## src/rtl/rsa_pkg.sv

```systemverilog
// Shared RSA mode codes, controller state encoding and width default.
package rsa_pkg;

    localparam int W_DEFAULT = 16;

    localparam logic [1:0] RSA_MODE_ENC = 2'b10;
    localparam logic [1:0] RSA_MODE_DEC = 2'b01;

    localparam logic [2:0] S_IDLE = 3'd0;
    localparam logic [2:0] S_LOAD = 3'd1;
    localparam logic [2:0] S_SQR  = 3'd2;
    localparam logic [2:0] S_SQW  = 3'd3;
    localparam logic [2:0] S_MUL  = 3'd4;
    localparam logic [2:0] S_MLW  = 3'd5;
    localparam logic [2:0] S_FIN  = 3'd6;

    function automatic logic mode_ok(input logic [1:0] m);
        return (m == RSA_MODE_ENC) || (m == RSA_MODE_DEC);
    endfunction

endpackage

```

## src/rtl/rsa_modmul.sv

```systemverilog
// Interleaved shift-add modular multiplier: P = A*B mod N, one bit of B
// per cycle MSB first; mm_done is high exactly W+1 cycles after mm_start.
module rsa_modmul
    import rsa_pkg::*;
#(
    parameter int W = W_DEFAULT
) (
    input  logic         clk,
    input  logic         rst,
    input  logic         mm_start,
    input  logic [W-1:0] A,
    input  logic [W-1:0] B,
    input  logic [W-1:0] N,
    output logic [W-1:0] P,
    output logic         mm_done
);

    localparam int CW = $clog2(W + 1);

    logic [W-1:0]  a_r, b_r, n_r, p_r;
    logic [CW-1:0] cnt;
    logic          run;

    logic [W+1:0]  n_ext, sum, s1;
    logic [W-1:0]  s2;

    // 2P + A < 3N, so two conditional subtractions fully reduce
    always_comb begin
        n_ext = {2'b00, n_r};
        sum   = {1'b0, p_r, 1'b0} + (b_r[W-1] ? {2'b00, a_r} : '0);
        s1    = (sum >= n_ext) ? sum - n_ext : sum;
        s2    = (s1 >= n_ext) ? W'(s1 - n_ext) : s1[W-1:0];
    end

    always_ff @(posedge clk or posedge rst) begin
        if (rst) begin
            a_r <= '0;
            b_r <= '0;
            n_r <= '0;
            p_r <= '0;
            cnt <= '0;
            run <= 1'b0;
        end else if (mm_start) begin
            a_r <= A;
            b_r <= B;
            n_r <= N;
            p_r <= '0;
            cnt <= CW'(W);
            run <= 1'b1;
        end else if (run) begin
            if (cnt != '0) begin
                p_r <= s2;
                b_r <= b_r << 1;
                cnt <= cnt - 1'b1;
            end else begin
                run <= 1'b0;
            end
        end
    end

    assign P       = p_r;
    assign mm_done = run && (cnt == '0);

endmodule

```

## src/rtl/rsa_modexp_ctrl.sv

```systemverilog
// Constant-time left-to-right square-and-multiply controller for RSA
// encrypt/decrypt; the modular multiply runs for every exponent bit.
module rsa_modexp_ctrl
    import rsa_pkg::*;
#(
    parameter int W = W_DEFAULT
) (
    input  logic         clk,
    input  logic         rst,
    input  logic [1:0]   E_D,
    input  logic         start,
    input  logic [W-1:0] msg_in,
    input  logic [W-1:0] exp_e,
    input  logic [W-1:0] exp_d,
    input  logic [W-1:0] n_mod,
    output logic [W-1:0] result,
    output logic         busy,
    output logic         done,
    output logic         err
);

    localparam int IW = $clog2(W);

    logic [2:0]    state;
    logic [1:0]    mode_r;
    logic [W-1:0]  msg_r, n_r, exp_r, r_r;
    logic [IW-1:0] idx;
    logic          invalid;

    logic          mm_start, mm_done;
    logic [W-1:0]  mm_b, mm_p;

    assign invalid  = !mode_ok(mode_r) || (n_r[W-1:1] == '0) || (msg_r >= n_r);
    assign mm_start = (state == S_SQR) || (state == S_MUL);
    assign mm_b     = (state == S_SQR) ? r_r : msg_r;

    // A rejected request never shows busy, only the err pulse
    assign busy = (state != S_IDLE) && !((state == S_LOAD) && invalid);

    rsa_modmul #(.W(W)) u_modmul (
        .clk      (clk),
        .rst      (rst),
        .mm_start (mm_start),
        .A        (r_r),
        .B        (mm_b),
        .N        (n_r),
        .P        (mm_p),
        .mm_done  (mm_done)
    );

    always_ff @(posedge clk or posedge rst) begin
        if (rst) begin
            state  <= S_IDLE;
            mode_r <= '0;
            msg_r  <= '0;
            n_r    <= '0;
            exp_r  <= '0;
            r_r    <= '0;
            idx    <= '0;
            result <= '0;
            done   <= 1'b0;
            err    <= 1'b0;
        end else begin
            done <= 1'b0;
            err  <= 1'b0;
            unique case (state)
                S_IDLE: begin
                    if (start) begin
                        mode_r <= E_D;
                        msg_r  <= msg_in;
                        n_r    <= n_mod;
                        exp_r  <= (E_D == RSA_MODE_ENC) ? exp_e : exp_d;
                        state  <= S_LOAD;
                    end
                end
                S_LOAD: begin
                    if (invalid) begin
                        err   <= 1'b1;
                        state <= S_IDLE;
                    end else begin
                        r_r   <= W'(1);
                        idx   <= IW'(W - 1);
                        state <= S_SQR;
                    end
                end
                S_SQR: state <= S_SQW;
                S_SQW: begin
                    if (mm_done) begin
                        r_r   <= mm_p;
                        state <= S_MUL;
                    end
                end
                S_MUL: state <= S_MLW;
                S_MLW: begin
                    if (mm_done) begin
                        if (exp_r[idx]) r_r <= mm_p;
                        if (idx == '0) begin
                            state <= S_FIN;
                        end else begin
                            idx   <= idx - 1'b1;
                            state <= S_SQR;
                        end
                    end
                end
                S_FIN: begin
                    result <= r_r;
                    done   <= 1'b1;
                    state  <= S_IDLE;
                end
                default: state <= S_IDLE;
            endcase
        end
    end

endmodule

```

## config.mk

```make
export PLATFORM = sky130hd
export DESIGN_NAME = rsa_modexp_ctrl
export DESIGN_NICKNAME = d
export VERILOG_FILES = /design/src/rtl/rsa_pkg.sv /design/src/rtl/rsa_modmul.sv /design/src/rtl/rsa_modexp_ctrl.sv
export SDC_FILE = /design/constraint.sdc
export NUM_CORES = 1
export LEC_CHECK = 0
export ABC_AREA = 0
export ABC_CLOCK_PERIOD_IN_PS = 6400
export CAP_MARGIN = 20
export CORE_MARGIN = 3
export CORE_UTILIZATION = 53
export CTS_CLUSTER_DIAMETER = 80
export CTS_CLUSTER_SIZE = 12
export DETAILED_ROUTE_END_ITERATION = 10
export HOLD_SLACK_MARGIN = 0.02
export PLACE_DENSITY = 0.77
export SLEW_MARGIN = 20
export SYNTH_ARGS = -nofsm -noshare
export SYNTH_HDL_FRONTEND = slang
export SYNTH_HIERARCHICAL = 1
export SYNTH_SLANG_ARGS = --single-unit
```

## constraint.sdc

```tcl
create_clock -name clk -period 6.4 [get_ports clk]
set_clock_uncertainty 0.2 [all_clocks]
set_input_delay 1.92 -clock clk [delete_from_list [all_inputs] [get_ports clk]]
set_output_delay 1.92 -clock clk [all_outputs]
set_load 0.01 [all_outputs]
```

==> results_dict.tcl, run 1 <==
set metrics [dict create \
    outcome "complete, no violations" \
    dr.pass1.iters 5 \
    synthToLayoutAreaGrowth_pct 28.12 \
    nFillCells 1384 \
    crit_top_cell "buf_6" \
    crit_required_ns 6.51 \
    dieArea_um2 21230 \
    syn-cell-area_um2 10350 \
    slew_headroom_pct 21.00 \
    antenna_found_initial 1 \
    coreArea_um2 18960 \
    multi_input_area_um2 6310 \
    yosys-top-cells-count "dfrtp_1 (161), nand2_1 (145), o21ai_0 (87)" \
    root_buffer "clkbuf_16" \
    synth-seq-cells 161 \
    synth_edf_count 0 \
    setup_violations 0 \
    wirelength_um 29540 \
    cp_data_arrival_time_ns 6.47 \
    synthCells 1080 \
    grt_pass1_wl_um 45420 \
    track_usage_pct 26.58 \
    synth_most_common_cell "dfrtp_1" \
    cts_tree "yes" \
    crit_path_end_kind "register" \
    yosys_warnings 6 \
    max_cap_violations 0 \
    cts_buffer_depth 2 \
    synthesis.nets 1219 \
    chipHeight_um 145.7 \
    viasPerCell 5.977 \
    max_stage_delay_ns 0.45 \
    die_x_um 145.7 \
    avgSynthCellArea_um2 9.580 \
    hp-class "reg -> reg" \
    regArea_um2 4030 \
    async_reset_ff_share_pct 100.0 \
    setup_tns_ns 0 \
    cts-htree-levels 4 \
    ys_top_cells_by_area "dfrtp_1 (39%), ha_1 (8.1%), mux2_2 (6.2%)" \
    grt_max_degree 88 \
    yosysTopAreaCellShare_pct 38.94 \
    numCtsBuffers 17 \
    drt_iter0_drc 787 \
    path_class "reg -> reg" \
    critPathLaunchType "register" \
    rsz0062_at_grt "yes" \
    start_util_pct 54.58 \
    yosysUniqueCellTypes 79 \
    maxSlewViolCount 0 \
    routedWlPerCell_um 19.31 \
    antennaDiodeCount 0 \
    clock_latency_ns 0.43 \
    num_vias 9145 \
    tightestPinTransition_ns 1.181 \
    fp-row-count 50 \
    synth_seq_area_share_pct 38.94 \
    nets 1396 \
    drcViolationCount 0 \
    io_buffers 87 \
    finalCriticalPeriod_ns 6.365 \
    antenna_left 0 \
    postCtsHoldBufs 0 \
    synth.largest_area_cell "dfrtp_1" \
    path_max_fanout 8 \
    cts_num_sinks 161 \
    cpMaxStageDelayCell "dfrtp_2" \
    hpwl_um 21160 \
    ios 88 \
    finalCritPeriodShare_pct 99.46 \
    max_freq_mhz 157.1 \
    ys.flop_type "dfrtp_1" \
    gp_congestion 1.000 \
    grt_pass1_vias 8803 \
    final_layout_size_suffix_gt1_share_pct 24.49 \
    grt-ovfl-total 0 \
    timing_hold_violations_final 0 \
    cts.clk_slew.worst_paths_ns 0.06 \
]
==> final timing paths <==
check,from,to,slack [ns],depth (start not counted)
hold / removal,result[7],result[7],0.28,2
hold reg to reg,result[7],result[7],0.28,2
setup / recovery,u_modmul/b_r[15],u_modmul/P[14],0.03,28
min in group asynchronous,rst,u_modmul/run,1.66,2
max in group asynchronous,rst,msg_r[12],3.15,3
setup reg to reg,u_modmul/b_r[15],u_modmul/P[14],0.03,28
==> state kept, by name, summed over array words and instances (netlist names) <==
register and cells:
err 1, u_modmul/a_r 16, u_modmul/P 16, state 3, u_modmul/n_r 16, u_modmul/run 1, idx 4, exp_r 16
u_modmul/b_r 16, u_modmul/cnt 5, msg_r 16, result 16, done 1, n_r 16, r_r 16, mode_r 2
==> per-layer routing <==
metal | global-route usage, % | share of wire, %
met5 | 0 | 0.037
met4 | 9.402 | 3.4
met1 | 34.70 | 42
met2 | 43.94 | 47
met3 | 5.793 | 7.3
==> placed cells by master, fill, tap and decap left out, types with 5 or more instances in the layout <==
master	n
dfrtp_1	160
nand2_1	144
buf_4	117
clkdlybuf4s50_1	87
o21ai_0	82
mux2_2	57
nor2_1	51
ha_1	50
a21oi_1	47
inv_1	44
mux2i_1	38
and2_1	28
xnor2_1	25
nand4_1	23
o211ai_1	21
clkbuf_16	17
nor3_1	14
xor2_1	12
a221o_1	12
a21o_1	11
nand3_1	11
ha_4	11
nand2b_1	10
o21a_1	9
mux2_4	9
nor2b_1	8
o31a_1	8
a21oi_2	7
nor4_1	6
ha_2	6
a211oi_2	5
o21ai_1	5
clkbuf_8	5
o21ai_2	5
==> worst max-delay path: cells and delay by family (launching register included) <==
| family | cells | cell delay [ns] |
|---|---|---|
| mux | 1 | 0.21 |
| simple gates | 9 | 1.36 |
| flops | 1 | 0.45 |
| compound gates | 10 | 2.41 |
| fa+ha+maj | 3 | 0.89 |
| buf+inv | 5 | 0.72 |
==> layout make-up <==
class | instances | area share (%)
tap | 260 | 2.454
sequential | 161 | 30.40
clock inverter | 10 | 0.6891
inverter | 49 | 1.397
multi-input combinational | 818 | 47.60
clock buffer | 22 | 3.729
timing repair buffer | 210 | 13.72
==> cell families after synthesis <==
logic type / count (synthesis) / synth area share, %
buffers and inverters: 101 / 4.342
and+or+nand+nor: 335 / 15.90
muxes: 106 / 11.54
AOI/OAI and AO/OA: 266 / 17.12
adders and majority gates: 70 / 8.683
xor gates and xnor gates: 41 / 3.471
DFF: 161 / 38.94
==> per-stage QoR <==
step	util (%)	instances	instance area [um2]	setup slack (ns)	hold WS (ns)
final	69.93	1530	13260	0.03472	0.2777
after global routing	69.93	1530	13260	-0.1354	0.3006
after CTS	67.31	1511	12760	0.0005982	0.2799
after detailed placement	63.76	1475	12090	-0.5372	0.2643
after global placement	63.72	1474	12080	-0.3980	0.2641
after floorplan	-	1080	10390	0.004155	0.2728
==> what timing repair did <==
item	CTS	global route
pin swaps	7	55
gates resized for setup	9	71
setup endpoints to repair	16	16
gates cloned	0	1
endpoints found under the hold margin	0	0
setup buffers	4	18
Power of run 1 is not shown: default switching activity piles up to over one toggle a cycle in this logic, so the estimate is an artifact.
==> run 2, diff against run 1 <==
--- a/config.mk
+++ b/config.mk
@@ -15,6 +15,7 @@
 export DETAILED_ROUTE_END_ITERATION = 10
 export HOLD_SLACK_MARGIN = 0.02
 export PLACE_DENSITY = 0.77
+export SETUP_SLACK_MARGIN = 0.4
 export SLEW_MARGIN = 20
 export SYNTH_ARGS = -nofsm -noshare
 export SYNTH_HDL_FRONTEND = slang
==> run 2 against run 1 <==
Compared with the run above: the flow now finishes with violations (negative setup slack); cell area fell by 3.5%; count of clock-buffer cells in the layout down 3; critical path depth rose by 1; maximum frequency down 1.9%; first-iteration DRC count grew 23%; cell count down 4.1%; critical path type unchanged.
==> results_dict.tcl, run 2 (synthesized netlist as in run 1, its figures left out) <==
set metrics [dict create \
    drt_iter0_drc 971 \
    dieArea_um2 21230 \
    gp_congestion 0.9892 \
    grt_max_degree 83 \
    setup_violations 6 \
    nets 1334 \
    cts_tree "yes" \
    track_usage_pct 26.66 \
    cts-htree-levels 4 \
    multi_input_area_um2 6314 \
    antenna_found_initial 0 \
    ios 88 \
    whs_ns 0.2835 \
    routedWlPerCell_um 20.15 \
    final_layout_size_suffix_gt1_share_pct 20.03 \
    grt-ovfl-total 0 \
    finalCritPeriodShare_pct 101.4 \
    io_buffers 87 \
    coreArea_um2 18960 \
    numCtsBuffers 17 \
    final_cell_mix "dfrtp_1 (160), nand2_1 (143), clkdlybuf4s50_1 (87), o21ai_0 (82), mux2_2 (57)" \
    grt_pass1_wl_um 45350 \
    hpwl_um 20780 \
    outcome "complete, but fails checks" \
    max_cap_violations 0 \
    setup_ws_ns -0.08875 \
    rsz0062_at_grt "yes" \
    crit_path_end_kind "register" \
    antennaDiodeCount 0 \
    nFillCells 1405 \
    tightestPinTransition_ns 0.9646 \
    chipHeight_um 145.7 \
    die_x_um 145.7 \
    violations "negative setup slack" \
    drcViolationCount 0 \
    slew_headroom_pct 35.40 \
    finalCriticalPeriod_ns 6.489 \
    maxSlewViolCount 0 \
    wirelength_um 29580 \
    regArea_um2 4030 \
    viasPerCell 6.143 \
    antenna_left 0 \
    cts.clk_slew.worst_paths_ns 0.07 \
    max_stage_delay_ns 0.46 \
    synthToLayoutAreaGrowth_pct 23.58 \
    cts_num_sinks 161 \
    grt_pass1_vias 8675 \
    clock_latency_ns 0.43 \
    final_common_cell "dfrtp_1" \
    timing_hold_violations_final 0 \
    crit_required_ns 6.54 \
    cts_buffer_depth 2 \
    path_class "reg -> reg" \
    hp-class "reg -> reg" \
    dr.pass1.iters 5 \
    fp-row-count 50 \
    cp_data_arrival_time_ns 6.63 \
    cpMaxStageDelayCell "dfrtp_2" \
    root_buffer "clkbuf_16" \
    critPathLaunchType "register" \
    num_vias 9018 \
    max_freq_mhz 154.1 \
    start_util_pct 54.58 \
    path_max_fanout 7 \
]
==> run 2: final timing paths <==
path,from,endpoint,slack [ns],cells past startpoint
setup / recovery,u_modmul/b_r[15],u_modmul/P[1],-0.09,29
setup reg to reg,u_modmul/b_r[15],u_modmul/P[1],-0.09,29
max in group asynchronous,rst,n_r[5],3.11,3
min in group asynchronous,rst,u_modmul/cnt[3],1.77,2
hold / removal,result[4],result[4],0.28,2
hold reg to reg,result[4],result[4],0.28,2
==> run 2: cell type report <==
class                   instances  area share [%]
flip-flops and latches        161           31.52
well taps                     260           2.544
inverters                      49           1.448
multi-input cells             818           49.38
clock inverters                13          0.8122
clock buffers                  19           3.542
repair buffers                148           10.75
==> run 2: worst max-delay path, delay by kind of cell (launching register included) <==
family	cells	cell delay, ns
xor gates and xnor gates	1	0.10
adders and majority gates	4	1.11
and+or+nand+nor	8	1.59
buffers and inverters	5	0.70
DFF	1	0.46
muxes	1	0.38
AOI/OAI and AO/OA	10	1.86
==> run 2: metrics by stage <==
step | utilization [%] | cell area, um2 | cells | worst slack, ns | setup TNS (ns)
after floorplan | - | 10420 | 1080 | 0.04286 | 0
after global placement | 61.65 | 11690 | 1416 | 0.1239 | 0
after detailed placement | 61.69 | 11690 | 1417 | 0.04860 | 0
after CTS | 65.63 | 12440 | 1460 | 0.0002780 | 0
after global routing | 67.45 | 12790 | 1468 | -0.2011 | -2.544
final | 67.45 | 12790 | 1468 | -0.08875 | -0.2181
==> run 2: what timing repair did <==
action                                  CTS  global route
endpoints found under the setup margin   16            16
pin swaps                                 3            25
gates cloned                              1             1
resized for setup                        17            51
setup buffers                            10             7
hold buffers                              0             0
==> run 2: layer usage <==
metal | GRT usage [%] | up-vias | share of wire [%]
met3 | 4.703 | 82 | 7.2
met1 | 36.16 | 4365 | 42
li1 | - | 4125 | -
met5 | 0 | - | 0
met2 | 42.41 | 446 | 47
met4 | 11.30 | 0 | 3.9
Power of run 2 is left out for the same reason.
